File: config.mk
export PLATFORM = sky130hd
export DESIGN_NAME = fetch_unit
export DESIGN_NICKNAME = d
export VERILOG_FILES = /design/src/rtl/fetch_unit.sv
export SDC_FILE = /design/constraint.sdc
export NUM_CORES = 1
export LEC_CHECK = 0
export CORE_ASPECT_RATIO = 1.2
export CORE_MARGIN = 5
export CORE_UTILIZATION = 45
export CTS_BUF_LIST = sky130_fd_sc_hd__clkbuf_8
export DETAILED_ROUTE_END_ITERATION = 8
export HOLD_SLACK_MARGIN = 0.15
export MAX_ROUTING_LAYER = met4
export PLACE_DENSITY = 0.71
export SETUP_SLACK_MARGIN = 0.05
export SLEW_MARGIN = 10
export SYNTH_ARGS = -nofsm -noshare
export SYNTH_HDL_FRONTEND = slang
export SYNTH_SLANG_ARGS = --single-unit
File: constraint.sdc
create_clock -name clk -period 4.2 [get_ports clk]
set_input_delay 1.05 -clock clk [delete_from_list [all_inputs] [get_ports clk]]
set_output_delay 1.05 -clock clk [all_outputs]
set_load 0.02 [all_outputs]
File: src/rtl/fetch_unit.sv
// Instruction fetch: owns the PC, keeps one word read in flight and hands
// each instruction to decode through a registered slot plus a one-entry buffer.
module fetch_unit #(
    parameter logic [31:0] RESET_PC = 32'h0000_0000,
    parameter logic [31:0] NOP_INSN = 32'h0000_0013
) (
    input  logic        clk,
    input  logic        reset,
    input  logic        run,
    input  logic        stall,
    input  logic        redirect_en,
    input  logic [31:0] redirect_pc,
    output logic        imem_re,
    output logic [31:0] imem_addr,
    input  logic [31:0] imem_rdata,
    input  logic        imem_valid,
    output logic [31:0] insn,
    output logic [31:0] pc,
    output logic        insn_valid
);

    typedef enum logic [1:0] {
        IDLE,
        WAIT,
        KILL
    } state_t;

    state_t      state, state_n;
    logic [31:0] fetch_pc, fetch_pc_n;
    logic [31:0] req_pc, req_pc_n;
    logic [31:0] buf_data, buf_data_n;
    logic [31:0] buf_pc, buf_pc_n;
    logic        buf_full, buf_full_n;
    logic [31:0] insn_n, pc_n, addr_n;
    logic        valid_n, re_n;
    logic        consume, take, resp_any, issue;
    logic        unused_bits;

    assign unused_bits = ^redirect_pc[1:0];
    assign consume     = insn_valid && !stall;
    assign take        = (state == WAIT) && imem_valid;
    assign resp_any    = (state != IDLE) && imem_valid;

    always_comb begin
        state_n    = state;
        fetch_pc_n = fetch_pc;
        req_pc_n   = req_pc;
        buf_data_n = buf_data;
        buf_pc_n   = buf_pc;
        buf_full_n = buf_full;
        insn_n     = insn;
        pc_n       = pc;
        valid_n    = insn_valid;
        addr_n     = imem_addr;
        re_n       = 1'b0;
        issue      = 1'b0;

        if (redirect_en) begin
            fetch_pc_n = {redirect_pc[31:2], 2'b00};
            valid_n    = 1'b0;
            insn_n     = NOP_INSN;
            buf_full_n = 1'b0;
            // A response landing on the redirect edge closes the request.
            if (resp_any) begin
                state_n = IDLE;
            end else if (state == WAIT) begin
                state_n = KILL;
            end
        end else begin
            if (consume) begin
                if (buf_full) begin
                    insn_n     = buf_data;
                    pc_n       = buf_pc;
                    valid_n    = 1'b1;
                    buf_full_n = take;
                    buf_data_n = take ? imem_rdata : buf_data;
                    buf_pc_n   = take ? req_pc : buf_pc;
                end else if (take) begin
                    insn_n  = imem_rdata;
                    pc_n    = req_pc;
                    valid_n = 1'b1;
                end else begin
                    insn_n  = NOP_INSN;
                    valid_n = 1'b0;
                end
            end else if (take) begin
                if (!insn_valid) begin
                    insn_n  = imem_rdata;
                    pc_n    = req_pc;
                    valid_n = 1'b1;
                end else begin
                    buf_data_n = imem_rdata;
                    buf_pc_n   = req_pc;
                    buf_full_n = 1'b1;
                end
            end

            if (resp_any) begin
                state_n = IDLE;
            end

            issue = run && (state_n == IDLE) && !buf_full_n;
            if (issue) begin
                re_n       = 1'b1;
                addr_n     = fetch_pc;
                req_pc_n   = fetch_pc;
                fetch_pc_n = fetch_pc + 32'd4;
                state_n    = WAIT;
            end
        end
    end

    always_ff @(posedge clk or negedge reset) begin
        if (!reset) begin
            state      <= IDLE;
            fetch_pc   <= RESET_PC;
            req_pc     <= 32'd0;
            buf_data   <= 32'd0;
            buf_pc     <= 32'd0;
            buf_full   <= 1'b0;
            insn       <= NOP_INSN;
            pc         <= 32'd0;
            insn_valid <= 1'b0;
            imem_re    <= 1'b0;
            imem_addr  <= 32'd0;
        end else begin
            state      <= state_n;
            fetch_pc   <= fetch_pc_n;
            req_pc     <= req_pc_n;
            buf_data   <= buf_data_n;
            buf_pc     <= buf_pc_n;
            buf_full   <= buf_full_n;
            insn       <= insn_n;
            pc         <= pc_n;
            insn_valid <= valid_n;
            imem_re    <= re_n;
            imem_addr  <= addr_n;
        end
    end

endmodule

* Yosys cells after proc, flatten, opt, wreduce, memory -nomap -nowiden
Cells that the tools add are included.
** Storage, ports and cells
- Bits in registers :: 197
- Bits in latches :: 0
- Memory bits (writable) :: 0
- Bits in read-only memories :: 0
- Output and inout port bits :: 98
- Logic and storage cells :: 76
- Memories kept :: 0
** Operators by class
- $add $sub $neg :: 1
- $mul :: 0
- Divide/modulo/power cells :: 0
- Magnitude comparators :: 0
- Equal/unequal tests :: 5
- Shift-type cells :: 0
- Multiplexer cells :: 41
- Bitwise gates (word level) :: 1
- Reduce and logical (&&, ||, !) cells :: 18
** Operators by type and width (number)
- $mux W32 :: 22
- $add A32 B3 Y32 const B :: 1
- $mux W1 :: 13
- $mux W2 :: 6
- $reduce_bool A2 Y1 :: 5
- $reduce_and A4 Y1 :: 2
- $logic_and A1 B1 Y1 :: 5
- $reduce_and A2 Y1 :: 2
- $ne A3 B1 Y1 const B :: 1
- $ne A3 B2 Y1 const B :: 1
- $reduce_bool A3 Y1 :: 1
- $eq A2 B1 Y1 const B :: 1
- $logic_not A1 Y1 :: 2
- $logic_not A2 Y1 :: 1
- $ne A2 B1 Y1 const B :: 1
- $ne A2 B2 Y1 const B :: 1
- $not A1 Y1 :: 1

* Longest topological paths before layout
- Depth in word-level cells :: 9
- Gate-level depth with buffers :: 7
- Depth with buffers taken out :: 6

* Least setup slack after synthesis
Ideal clock, no wire load.
- Path type :: in2reg
- Start :: input imem_valid
- End :: register fetch_pc[24]
- Setup time :: 0.082 ns
- Data arrival time :: 2.685 ns
- Path slack :: 1.434 ns
- Stages on the path :: 7
- Buffers on the path :: 2
- Cells stage by stage :: and3b_4 > o31a_1 > buf_6 > or4_1 > clkbuf_2 > or3_1 > a31oi_1
** On the way
- Cells in the longest elaborated chain, start to end :: 7
- Elaborated cells between the ends (all ways) :: 13
- Classes of those cells :: mux (6); reduce/logical (7)
** Ends and longest elaborated chain
- start, declared :: RTL line 16 : input logic imem_valid,
- $logic_and A1 B1 Y1 (on tied branches) :: RTL line 42, 41
- $mux W2 (tied with other cells) :: RTL line 98 : if (resp_any) begin
- $mux W2 or $mux W1 (tied branches) :: RTL line 58, 70
- $logic_not A2 Y1 or $mux W1 (tied branches) :: RTL line 102, 58
- $logic_and A1 B1 Y1 or $logic_not A1 Y1 (tied branches) :: RTL line 102 : issue = run && (state_n == IDLE) && !buf_full_n;
- $logic_and A1 B1 Y1 * :: RTL line 102
- $reduce_bool A2 Y1 (no line) *
- end signal, assigned :: RTL line 128 : fetch_pc <= fetch_pc_n;
- end, declared :: RTL line 29 : logic [31:0] fetch_pc, fetch_pc_n;
Every way passes the cells marked *; elsewhere a longest branch is shown, timed or not. The select of a mux whose other input is x is not followed.
A chain may end at the register's enable or synchronous reset.

* Worst setup path after layout
Same ends and word-level chain as after synthesis.

==> reports/metrics.cfg <==
[timing]
setup_violations=0
fmax_mhz=326
skew_ns=0.0117
slew_viol_final=0
fin_ws_ns=1.14
slew_headroom_pct=37.7
period_share_pct=73.0
worst_pin_slew_ns=0.934
hold_violations=0
whs_ns=0.483
fin_setup_tns_ns=0
period_minus_slack_ns=3.06
rsz0062_at_grt=no

[global_routing]
grt_pass1_wl_um=31800
grt.overflow.total=0
grt_pass1_vias=6207
grt_max_degree=90
antenna_found_initial=1
grt_use_total_pct=19.3

[drt]
met1_length_um=8270
drtIter0Drc=371
drc=0
wl_per_cell_um=17.3
maxUsedRoutingLayer=met4
firstDrtPassIters=4
finalWirelength_um=19000
dr_wl_met2_um=9780
dr_wl_met3_um=736
via_per_inst=5.36
route.vias.total=5899
ant_nets=0

[worst_setup_path]
cp-end-kind=flop
r2r_setup_slack_ns=1.76
path_max_fanout=10
cp.required_ns=4.58
startpoint_type=input pin
r2r-end=fetch_pc[24]$_DFFE_PN0P_
cp.arrival_ns=3.44
worstSetupPathType=in -> reg
timing.rr.start=fetch_pc[5]$_DFFE_PN0P_
rr_worst_depth=5

[clock_network]
clk_latency_ns=0.45
cts_num_sinks=189
path_clk_slew_ns=0.10
cts_inserted_buffers=17
clockBufferDepth=2
postCtsHoldBufs=0
cts_tree=done
postCtsResizedCells=0
cts_setup_buffers=0
htree_levels=4
cts_root_buf=clkbuf_8

[placement]
dpl_cell_area_um2=10200
dp_hpwl_um=13100
place.gp.congestion=0.822
io_buffers=161
placed_cells=1068
post-place-ws_ns=0.687

[logic_synthesis]
syn_area_um2=8280
ys_seq_area_share_pct=57.2
yosysUniqueCellTypes=41
async_flop_share_pct=100
synth.most_common_cell=dfrtp_1
synth-seq-cells=189
syn_area_per_cell_um2=11.7
synth_cells=709
yosys-top-cells-area=dfrtp_1 (56%), mux2_2 (13%), mux2i_1 (7.6%)
synth_top_area_cell=dfrtp_1
synth.top_cell.area_share_pct=56.2
synth_edf_count=0
synthFlopType=dfrtp_1
yosysWarnings=0
synth_commonest_cells=dfrtp_1 (186), mux2_2 (93), nand2_1 (87)

[power]
power.total_mw=4.51
ir_drop_v=0.000236
leakage_nw=5.00
p_per_area_nw_per_um2=426

[floorplan]
pin_count=168
core_um2=18100
dieWidth_um=134
start_util_pct=45.7
rows=54
dieArea_um2=21200
die_h_um=159

[hold_path]
min_from=insn[5]$_DFFE_PN0P_
hold_depth=2
min-delay-path-class=reg -> reg
hold_end=insn[5]$_DFFE_PN0P_

[final_layout]
postLayoutCoreUtil_pct=58.4
finalInstanceArea_um2=10600
stdcell_count=1101
finalNetCount=934
fill_cells=1558
drive_above_1_share_pct=16.8
area_growth_pct=27.8

[outcome]
outcome=finished, final reports clean

[run]
maxCapViolCount=0

-- power by group --
group,total (mW),switching (mW),internal (mW)
clock network,1.25,0.639,0.607
registers,2.23,0.183,2.05
logic,1.04,0.513,0.522
total,4.51,1.33,3.17
-- critical path: stages --
cell,delay [ns]
clkdlybuf4s50_1,0.48
and3b_4,0.25
o31a_1,0.39
or4_1,0.73
or3_1,0.37
a31oi_1,0.16
-- registers in the layout (all words and copies together) (netlist names), 2 cells and up --
| signal | cells |
|---|---|
| fetch_pc | 30 |
| pc | 30 |
| state | 2 |
| buf_pc | 30 |
| req_pc | 30 |
| buf_data | 32 |
| insn | 32 |
-- layer usage --
| layer | vias up | GRT usage [%] |
|---|---|---|
| met5 | - | - |
| met2 | 125 | 32.5 |
| met1 | 2938 | 23.9 |
| met4 | 0 | 5.39 |
| met3 | 12 | 3.73 |
| li1 | 2824 | - |
-- cell usage in the layout (no fill, tap or decap), drive strengths merged, types with 2 or more instances in the layout --
cell / count
and4: 5
clkinv: 5
conb: 4
a31oi: 16
clkbuf: 19
xnor2: 8
nor2: 23
o31ai: 2
clkdlybuf4s50: 160
nor4: 8
xor2: 4
clkinvlp: 3
or4: 3
nand4b: 4
nand3: 10
o21ai: 85
a21oi: 8
nand4: 10
nor3: 3
nand2: 87
and3: 7
a22oi: 3
mux2: 93
bufinv: 3
buf: 12
mux2i: 63
dfstp: 3
nand3b: 2
and2: 4
or3: 13
inv: 13
dfrtp: 186
-- how the worst max path moves through the flow --
stage | from | endpoint | slack, ns | cells past startpoint
after floorplan | imem_valid | fetch_pc[24]$_DFFE_PN0P_ | 1.43 | 7
final | imem_valid | fetch_pc[24]$_DFFE_PN0P_ | 1.14 | 6
after CTS | imem_valid | fetch_pc[24]$_DFFE_PN0P_ | 1.18 | 6
after global routing | imem_valid | fetch_pc[24]$_DFFE_PN0P_ | 1.01 | 6
after detailed placement | imem_valid | fetch_pc[30]$_DFFE_PN0P_ | 0.69 | 6
after global placement | imem_valid | fetch_pc[24]$_DFFE_PN0P_ | 0.70 | 6
-- layout make-up --
type	count	area, um^2	share of cell area [%]
inverters	10	37.5	0.355
repair buffers	173	1730	16.4
clock inverters	14	169	1.60
multi-input cells	472	3380	31.9
diodes	1	2.50	0.0237
well taps	224	280	2.65
clock buffers	18	248	2.34
flip-flops and latches	189	4730	44.7
-- cell families (layout without fill, tap and decap cells) --
group / Yosys count / count (layout) / synth area share [%]
flip-flops: 189 / 189 / 57.2
other: 1 / 5 / 0.0453
adder cells (fa/ha/maj): 1 / 1 / 0.151
AND/OR/NAND/NOR: 181 / 181 / 10.7
AO/OA/AOI/OAI: 118 / 118 / 7.74
XOR/XNOR: 12 / 12 / 1.27
multiplexers: 156 / 156 / 20.3
buffers and inverters: 51 / 215 / 2.66
No activity file was read; power rests on OpenSTA's default activity.
